===== config.mk =====
export PLATFORM = sky130hd
export DESIGN_NAME = uart_rx_fifo_flat
export DESIGN_NICKNAME = d
export VERILOG_FILES = /design/src/rtl/uart_rx_fifo_if.sv /design/src/rtl/uart_rx_fifo.sv /design/src/flat_wrapper.sv
export SDC_FILE = /design/constraint.sdc
export NUM_CORES = 1
export LEC_CHECK = 0
export BUFFER_PORTS_ARGS = -buffer_cell sky130_fd_sc_hd__buf_2
export CAP_MARGIN = 20
export CORE_UTILIZATION = 40
export CTS_BUF_LIST = sky130_fd_sc_hd__clkbuf_16
export CTS_CLUSTER_DIAMETER = 200
export DETAILED_ROUTE_END_ITERATION = 6
export GPL_TIMING_DRIVEN = 0
export PLACE_DENSITY = 0.53
export SYNTH_ARGS = -nofsm -noshare
export SYNTH_HDL_FRONTEND = slang
export SYNTH_SLANG_ARGS = --single-unit

===== constraint.sdc =====
create_clock -name clk_i -period 8.88 [get_ports clk_i]
set_input_delay 1.332 -clock clk_i [delete_from_list [all_inputs] [get_ports clk_i]]
set_output_delay 1.332 -clock clk_i [all_outputs]
set_load 0.01 [all_outputs]

===== src/rtl/uart_rx_fifo_if.sv =====
// Consumer-side bundle for the UART receive FIFO: head byte handshake, fill level and error pulses.
interface uart_rx_fifo_if #(
    parameter int FifoDepth = 8
);
    localparam int LevelW = $clog2(FifoDepth) + 1;

    logic [7:0]        rx_data_o;
    logic              rx_valid_o;
    logic              rx_ready_i;
    logic [LevelW-1:0] level_o;
    logic              frame_err_o;
    logic              overrun_o;

    modport master (
        output rx_data_o, rx_valid_o, level_o, frame_err_o, overrun_o,
        input  rx_ready_i
    );

    modport slave (
        input  rx_data_o, rx_valid_o, level_o, frame_err_o, overrun_o,
        output rx_ready_i
    );
endinterface


===== src/rtl/uart_rx_fifo.sv =====
// 8N1 serial receiver with two-flop input synchroniser feeding a first-word-fall-through byte FIFO.
//
// state     | meaning
// ----------+-----------------------------------------------------------
// IDLE      | line high, waiting for a start edge
// START     | timing to mid start bit, rejecting glitches
// DATA      | sampling 8 data bits LSB first at bit centres
// STOP      | sampling the stop bit; push byte or flag framing error
// WAIT_IDLE | after a framing error, wait for the line to return high
module uart_rx_fifo #(
    parameter int FPGAClkSpeed = 12000000,
    parameter int BaudRate     = 230400,
    parameter int FifoDepth    = 8
) (
    input  logic           clk_i,
    input  logic           reset_i,
    input  logic           uart_rx_i,
    uart_rx_fifo_if.master rx_if
);
    localparam int ClksPerBit = FPGAClkSpeed / BaudRate;
    localparam int CntW       = $clog2(ClksPerBit + 1);
    localparam int AddrW      = $clog2(FifoDepth);

    localparam logic [CntW-1:0] BitTc  = CntW'(ClksPerBit - 1);
    localparam logic [CntW-1:0] HalfTc = CntW'(ClksPerBit / 2 - 1);

    typedef enum logic [2:0] {
        IDLE,
        START,
        DATA,
        STOP,
        WAIT_IDLE
    } state_t;

    state_t          state_q, state_d;
    logic [CntW-1:0] cnt_q, cnt_d;
    logic [2:0]      bit_q, bit_d;
    logic [7:0]      shift_q, shift_d;
    logic            sync_q, rxs_q;
    logic            frame_err_q, frame_err_d;
    logic            overrun_q, overrun_d;
    logic [AddrW:0]  wr_ptr_q, wr_ptr_d;
    logic [AddrW:0]  rd_ptr_q, rd_ptr_d;
    logic [7:0]      mem_q [FifoDepth];

    logic push;
    logic pop;
    logic full;
    logic empty;
    logic wr_en;

    // Bit timing uses a down-counter reloaded per bit; each sample fires on terminal count.
    always_comb begin
        state_d     = state_q;
        cnt_d       = cnt_q;
        bit_d       = bit_q;
        shift_d     = shift_q;
        push        = 1'b0;
        frame_err_d = 1'b0;
        case (state_q)
            IDLE: begin
                if (!rxs_q) begin
                    state_d = START;
                    cnt_d   = HalfTc;
                end
            end
            START: begin
                if (cnt_q == '0) begin
                    if (rxs_q) begin
                        state_d = IDLE;
                    end else begin
                        state_d = DATA;
                        cnt_d   = BitTc;
                        bit_d   = 3'd0;
                    end
                end else begin
                    cnt_d = cnt_q - CntW'(1);
                end
            end
            DATA: begin
                if (cnt_q == '0) begin
                    shift_d = {rxs_q, shift_q[7:1]};
                    cnt_d   = BitTc;
                    if (bit_q == 3'd7) begin
                        state_d = STOP;
                    end else begin
                        bit_d = bit_q + 3'd1;
                    end
                end else begin
                    cnt_d = cnt_q - CntW'(1);
                end
            end
            STOP: begin
                if (cnt_q == '0) begin
                    if (rxs_q) begin
                        push    = 1'b1;
                        state_d = IDLE;
                    end else begin
                        frame_err_d = 1'b1;
                        state_d     = WAIT_IDLE;
                    end
                end else begin
                    cnt_d = cnt_q - CntW'(1);
                end
            end
            WAIT_IDLE: begin
                if (rxs_q) begin
                    state_d = IDLE;
                end
            end
            default: state_d = IDLE;
        endcase
    end

    // Pointers carry one extra wrap bit so full and empty are distinguishable.
    assign empty = (wr_ptr_q == rd_ptr_q);
    assign full  = (wr_ptr_q[AddrW] != rd_ptr_q[AddrW]) &&
                   (wr_ptr_q[AddrW-1:0] == rd_ptr_q[AddrW-1:0]);
    assign pop   = !empty && rx_if.rx_ready_i;
    assign wr_en = push && (!full || pop);

    always_comb begin
        wr_ptr_d  = wr_ptr_q + (AddrW + 1)'(wr_en);
        rd_ptr_d  = rd_ptr_q + (AddrW + 1)'(pop);
        overrun_d = push && full && !pop;
    end

    always_ff @(posedge clk_i or negedge reset_i) begin
        if (!reset_i) begin
            sync_q      <= 1'b1;
            rxs_q       <= 1'b1;
            state_q     <= IDLE;
            cnt_q       <= '0;
            bit_q       <= 3'd0;
            shift_q     <= 8'h00;
            frame_err_q <= 1'b0;
            overrun_q   <= 1'b0;
            wr_ptr_q    <= '0;
            rd_ptr_q    <= '0;
        end else begin
            sync_q      <= uart_rx_i;
            rxs_q       <= sync_q;
            state_q     <= state_d;
            cnt_q       <= cnt_d;
            bit_q       <= bit_d;
            shift_q     <= shift_d;
            frame_err_q <= frame_err_d;
            overrun_q   <= overrun_d;
            wr_ptr_q    <= wr_ptr_d;
            rd_ptr_q    <= rd_ptr_d;
        end
    end

    // Storage needs no reset: the head is masked to zero whenever the FIFO is empty.
    always_ff @(posedge clk_i) begin
        if (wr_en) begin
            mem_q[wr_ptr_q[AddrW-1:0]] <= shift_d;
        end
    end

    assign rx_if.rx_valid_o  = !empty;
    assign rx_if.rx_data_o   = empty ? 8'h00 : mem_q[rd_ptr_q[AddrW-1:0]];
    assign rx_if.level_o     = wr_ptr_q - rd_ptr_q;
    assign rx_if.frame_err_o = frame_err_q;
    assign rx_if.overrun_o   = overrun_q;
endmodule


===== src/flat_wrapper.sv =====
// flat-port wrapper written by rule: the top's interface ports become plain ports
module uart_rx_fifo_flat 
#(
    parameter int FPGAClkSpeed = 12000000,
    parameter int BaudRate     = 230400,
    parameter int FifoDepth    = 8
)
  (clk_i, reset_i, uart_rx_i, rx_if_rx_data_o, rx_if_rx_valid_o, rx_if_level_o, rx_if_frame_err_o, rx_if_overrun_o, rx_if_rx_ready_i);
  uart_rx_fifo_if #(.FifoDepth(FifoDepth)) rx_if_i ();
  input  logic clk_i;
  input  logic reset_i;
  input  logic uart_rx_i;
  output wire logic [$bits(rx_if_i.rx_data_o)-1:0] rx_if_rx_data_o;
  output wire logic [$bits(rx_if_i.rx_valid_o)-1:0] rx_if_rx_valid_o;
  output wire logic [$bits(rx_if_i.level_o)-1:0] rx_if_level_o;
  output wire logic [$bits(rx_if_i.frame_err_o)-1:0] rx_if_frame_err_o;
  output wire logic [$bits(rx_if_i.overrun_o)-1:0] rx_if_overrun_o;
  input wire logic [$bits(rx_if_i.rx_ready_i)-1:0] rx_if_rx_ready_i;
  assign rx_if_rx_data_o = rx_if_i.rx_data_o;
  assign rx_if_rx_valid_o = rx_if_i.rx_valid_o;
  assign rx_if_level_o = rx_if_i.level_o;
  assign rx_if_frame_err_o = rx_if_i.frame_err_o;
  assign rx_if_overrun_o = rx_if_i.overrun_o;
  assign rx_if_i.rx_ready_i = rx_if_rx_ready_i;
  uart_rx_fifo #(.FPGAClkSpeed(FPGAClkSpeed), .BaudRate(BaudRate), .FifoDepth(FifoDepth)) u_core (.clk_i(clk_i), .reset_i(reset_i), .uart_rx_i(uart_rx_i), .rx_if(rx_if_i));
endmodule

==> tab_implementation.tex <==
\begin{tabular}{lr}
\hline
Metric & Value \\
\hline
\multicolumn{2}{l}{\textbf{Outcome}} \\
Outcome & finished, final reports clean \\
\multicolumn{2}{l}{\textbf{Run}} \\
Max Cap Viol & 0 \\
\multicolumn{2}{l}{\textbf{Drt}} \\
WL per Instance & 17.4 µm \\
Count of TritonRoute iterations in the first routing pass & 4 \\
Final Routed Wirelength & slightly below 8000 µm \\
Remaining antenna violation count & 0 \\
Number of vias after detailed routing & around 2,300 \\
Detailed router's first-iteration violation count & between 90 and 100 \\
Via density per instance & 5.27 \\
\# DRC & 0 \\
\multicolumn{2}{l}{\textbf{Worst setup path}} \\
Depth of the worst register-to-register path & 9 \\
Buffering stage count on the worst path with inverters included & 5 \\
Worst-path fanout max & 10 \\
Worst path required time & between 7 and 8 ns \\
Crit path largest cell delay & about 0.57 ns \\
Crit path max-delay family & buffers and inverters \\
CP max stage cell & sky130\_fd\_sc\_hd\_\_buf\_1 \\
Crit Path Category & register to output pin \\
Sequence of cells on the critical path & clkbuf\_1, buf\_1, inv\_1, ha\_1, nand3\_1, nor2b\_1, clkbuf\_1, a21oi\_1, buf\_2 \\
Element type at the critical path end & output pin \\
Register-to-register path setup slack & $\sim$5.4 ns \\
Beginning of the worst register-to-register path & u\_core.rd\_ptr\_q[1] \\
Cell occurring most often along the worst timing path & sky130\_fd\_sc\_hd\_\_clkbuf\_1 \\
Critical path arrival & $\sim$3.1 ns \\
Terminus of the critical flop-to-flop path & u\_core.mem\_q[2][7] \\
Kind of start point of the critical path & register \\
\multicolumn{2}{l}{\textbf{GRT}} \\
M3 GR Usage & between 3 and 4\% \\
Met2 Track Usage GR & between 20\% and 30\% \\
Via count of the first global-routing pass & 2,370 \\
Total gr overflow & 0 \\
Antenna violations before repair & 0 \\
GRT met1 Usage & between 10\% and 20\% \\
First-pass GRT wire length & $\sim$13,000 µm \\
GRT Overall Usage & roughly 16\% \\
Pin count of the biggest net entering global routing & 33 \\
Busiest layer in global routing & met2 \\
\multicolumn{2}{l}{\textbf{Logic synthesis}} \\
Number of distinct library cells after synthesis & 51 \\
Avg Inst Size Synth & $\sim$15 µm² \\
Most repeated cell in the gate-level netlist after synthesis & sky130\_fd\_sc\_hd\_\_edfxtp\_1 \\
Warnings from Yosys & 0 \\
Fraction of the yosys area taken by sequential cells & roughly two thirds \\
Post-synth design cell area & roughly 0.0041 mm² \\
Proportion of synthesized flip-flops having asynchronous set or reset & approximately 33\% \\
Number of enable flip-flop cells after synthesis & 64 \\
Cell taking the most area after synthesis & sky130\_fd\_sc\_hd\_\_edfxtp\_1 \\
Area fraction of the dominant cell type after synthesis & a little under half \\
Synth Instances & $\sim$270 \\
Synth top cells by count & sky130\_fd\_sc\_hd\_\_edfxtp\_1 (64), sky130\_fd\_sc\_hd\_\_dfrtp\_1 (30), sky130\_fd\_sc\_hd\_\_nand2\_1 (21) \\
Synth Net Count & 288 \\
Cells taking the most area after synthesis & sky130\_fd\_sc\_hd\_\_edfxtp\_1 (46\%), sky130\_fd\_sc\_hd\_\_dfrtp\_1 (18\%), sky130\_fd\_sc\_hd\_\_mux4\_2 (8.7\%) \\
Top flip-flop cell by instance count after synthesis & sky130\_fd\_sc\_hd\_\_edfxtp\_1 \\
Seq cells post-synth & 96 \\
\multicolumn{2}{l}{\textbf{STA}} \\
Achievable clock frequency & $\sim$230 MHz \\
Setup repair after global routing missed its margin & false \\
Hold violation total from the final report & 0 \\
Shortest clock period the worst path allows after layout & 4.42 ns \\
Worst rel slew slack & $\sim$49\% \\
Transition time of the tightest slew-check pin & approximately 0.76 ns \\
Setup TNS & 0 ns \\
Share of the clock period used by the worst path after layout & between 40\% and 50\% \\
Setup violations, final & 0 \\
Worst Clk Skew & slightly below 0.009 ns \\
Worst hold slack across all endpoints & 0.360 ns \\
Max-slew violation count & 0 \\
\multicolumn{2}{l}{\textbf{Min path}} \\
Classification of the worst-slack hold path & register to register \\
Hold path cells & 0 \\
Start point of the worst hold path & u\_core.sync\_q \\
Hold EP & u\_core.rxs\_q \\
\multicolumn{2}{l}{\textbf{Placed design}} \\
IO buf count & 18 \\
Last weighted congestion value of the routability-driven placer & around 0.85 \\
HPWL after detailed placement & 5460 µm \\
Post-placement cell count & roughly 430 \\
\multicolumn{2}{l}{\textbf{Floorplan}} \\
Total core area & 0.00991 mm² \\
Starting density of the core & a little over two fifths \\
Die span in x & 104 µm \\
Placement Rows & 36 \\
Die Height & between 100 and 150 µm \\
Overall die area & 0.0108 mm² \\
Top-level port count & 19 \\
\multicolumn{2}{l}{\textbf{Power}} \\
Maximum ir drop on the vdd rail & 0.117 mV \\
Areal power density over the cells & 279 mW/mm² \\
Leakage power of the design & about 1.8 nW \\
Comb power frac & just over 30\% \\
PnR Total Power & 1.33 mW \\
Share of power burned in the clock network & roughly 28\% \\
Int Pwr & slightly below 900 µW \\
Sequential share of power & about two fifths \\
Switching fraction of total power & about 33\% \\
Psw & approximately 440 µW \\
\multicolumn{2}{l}{\textbf{Clock network}} \\
Clock tree sinks & 96 \\
Hold Buf Count CTS & 0 \\
H-tree Lvls & 3 \\
Setup fix buffers added after clock tree synthesis & 0 \\
Number of gates resized after cts & 0 \\
Maximum buffer depth of the clock tree & 2 \\
CTS tree & yes \\
Insertion delay of the later-clocked pin in the worst-skew pair & between 0.3 and 0.4 ns \\
Total CTS buffers & 9 \\
CTS clock-pin slew for the worst setup and hold paths & about 0.070 ns \\
CTS root buffer & sky130\_fd\_sc\_hd\_\_clkbuf\_16 \\
\multicolumn{2}{l}{\textbf{Cells and area}} \\
Area growth syn-to-layout & 15.1\% \\
Final cell utilization of the core & between 40 and 50\% \\
Number of standard cells in the final layout excluding fillers & 445 \\
Layout filler cell count & roughly 860 \\
Antenna Cells & 0 \\
Number of nets at the end of the flow & between 300 and 400 \\
Fraction of layout instances using a drive strength above 1 & 27.2\% \\
\hline
\end{tabular}
## per-stage QoR
stage / cell area [µm²] / worst slack (ns)
final: 4760 / 4.46
after global routing: 4760 / 4.18
after CTS: 4760 / 4.34
after detailed placement: 4460 / 4.72
after global placement: 4390 / 4.48
after floorplan: 4140 / 5.58
## per-layer routing
layer | share of wire (%) | vias to the layer above | wire length, µm
met5 | 0 | - | 0
met4 | 0.79 | 0 | 61
met3 | 3.6 | 5 | 279
met2 | 52 | 47 | 4050
met1 | 43 | 1185 | 3360
li1 | - | 1106 | -
## flip-flops by register name (all words and copies together) (netlist names)
| name | cells |
|---|---|
| u_core.mem_q | 64 |
| u_core.shift_q | 8 |
| u_core.cnt_q | 6 |
| u_core.rd_ptr_q | 4 |
| u_core.wr_ptr_q | 4 |
| u_core.bit_q | 3 |
| u_core.state_q | 3 |
| u_core.rx_if.frame_err_o | 1 |
| u_core.rx_if.overrun_o | 1 |
| u_core.rxs_q | 1 |
| u_core.sync_q | 1 |
## cells in the final DEF, fill, tap and decap left out, drive strengths merged, types with 2 or more instances in the layout
cell    synthesis  routed
a21oi          16      16
nand2          21      21
o21ai           5       5
nor2b           5       5
mux2            9       9
a21boi          2       2
or3             2       2
edfxtp         64      64
buf             5      28
o32a            2       2
xnor2           6       6
xor2            2       2
dfstp           2       2
clkinv          1       5
ha             10      10
clkbuf          7      16
mux4           16      16
nand3           9       9
and4            2       2
nor2           12      12
a22o            3       3
nor3            5       5
nor4            6       6
inv            12      14
or2             2       2
dfrtp          30      30
## area by class of cell
type	count	area, µm²	area share [%]
timing repair buffer	23	125	2.63
clock buffer	9	225	4.73
clock inverter	7	77.6	1.63
buffer	12	50.0	1.05
tap	133	166	3.50
inverter	13	48.8	1.02
sequential	96	2730	57.2
multi-input combinational	152	1340	28.2
## power by group through the flow
stage / clock, mW / sequential, mW / combinational, mW
floorplan: 0 / 0.538 / 0.300
CTS: 0.388 / 0.537 / 0.420
finish: 0.377 / 0.537 / 0.412
global placement: 0 / 0.545 / 0.419
detailed placement: 0 / 0.546 / 0.419
global route: 0.404 / 0.544 / 0.461
## worst max-delay path by stage
| stage | to | depth (start not counted) | startpoint | slack [ns] |
|---|---|---|---|---|
| 2_1_floorplan | rx_if_rx_valid_o | 8 | u_core.rd_ptr_q[1] | 5.58 |
| 5_1_grt | rx_if_rx_data_o[1] | 9 | u_core.rd_ptr_q[1] | 4.18 |
| 4_1_cts | rx_if_rx_data_o[1] | 9 | u_core.rd_ptr_q[1] | 4.34 |
| 3_3_place_gp | u_core.mem_q[1][5] | 8 | u_core.rd_ptr_q[1] | 4.48 |
| 6_report | rx_if_rx_data_o[1] | 9 | u_core.rd_ptr_q[1] | 4.46 |
| 3_5_place_dp | rx_if_rx_data_o[1] | 9 | u_core.rd_ptr_q[1] | 4.72 |
## worst register-to-register path, cell delays in order (launching register included)
cell and delay [ns]:
sky130_fd_sc_hd__dfrtp_1 0.40, sky130_fd_sc_hd__clkbuf_1 0.46, sky130_fd_sc_hd__buf_1 0.57, sky130_fd_sc_hd__inv_1 0.10, sky130_fd_sc_hd__ha_1 0.33, sky130_fd_sc_hd__nand3_1 0.10, sky130_fd_sc_hd__or3_1 0.18, sky130_fd_sc_hd__nand3_2 0.23
sky130_fd_sc_hd__nor4_2 0.55, sky130_fd_sc_hd__buf_4 0.26
## cells by family after synthesis
logic type               Yosys count  synth area share, %
XOR/XNOR                           8                 1.69
AO/OA/AOI/OAI                     39                 6.23
adder cells (fa/ha/maj)           11                 3.51
flip-flops                        96                 65.9
multiplexers                      26                 11.4
buffers and inverters             25                 2.39
AND/OR/NAND/NOR                   68                 8.89
No activity file was read; power rests on OpenSTA's default activity.
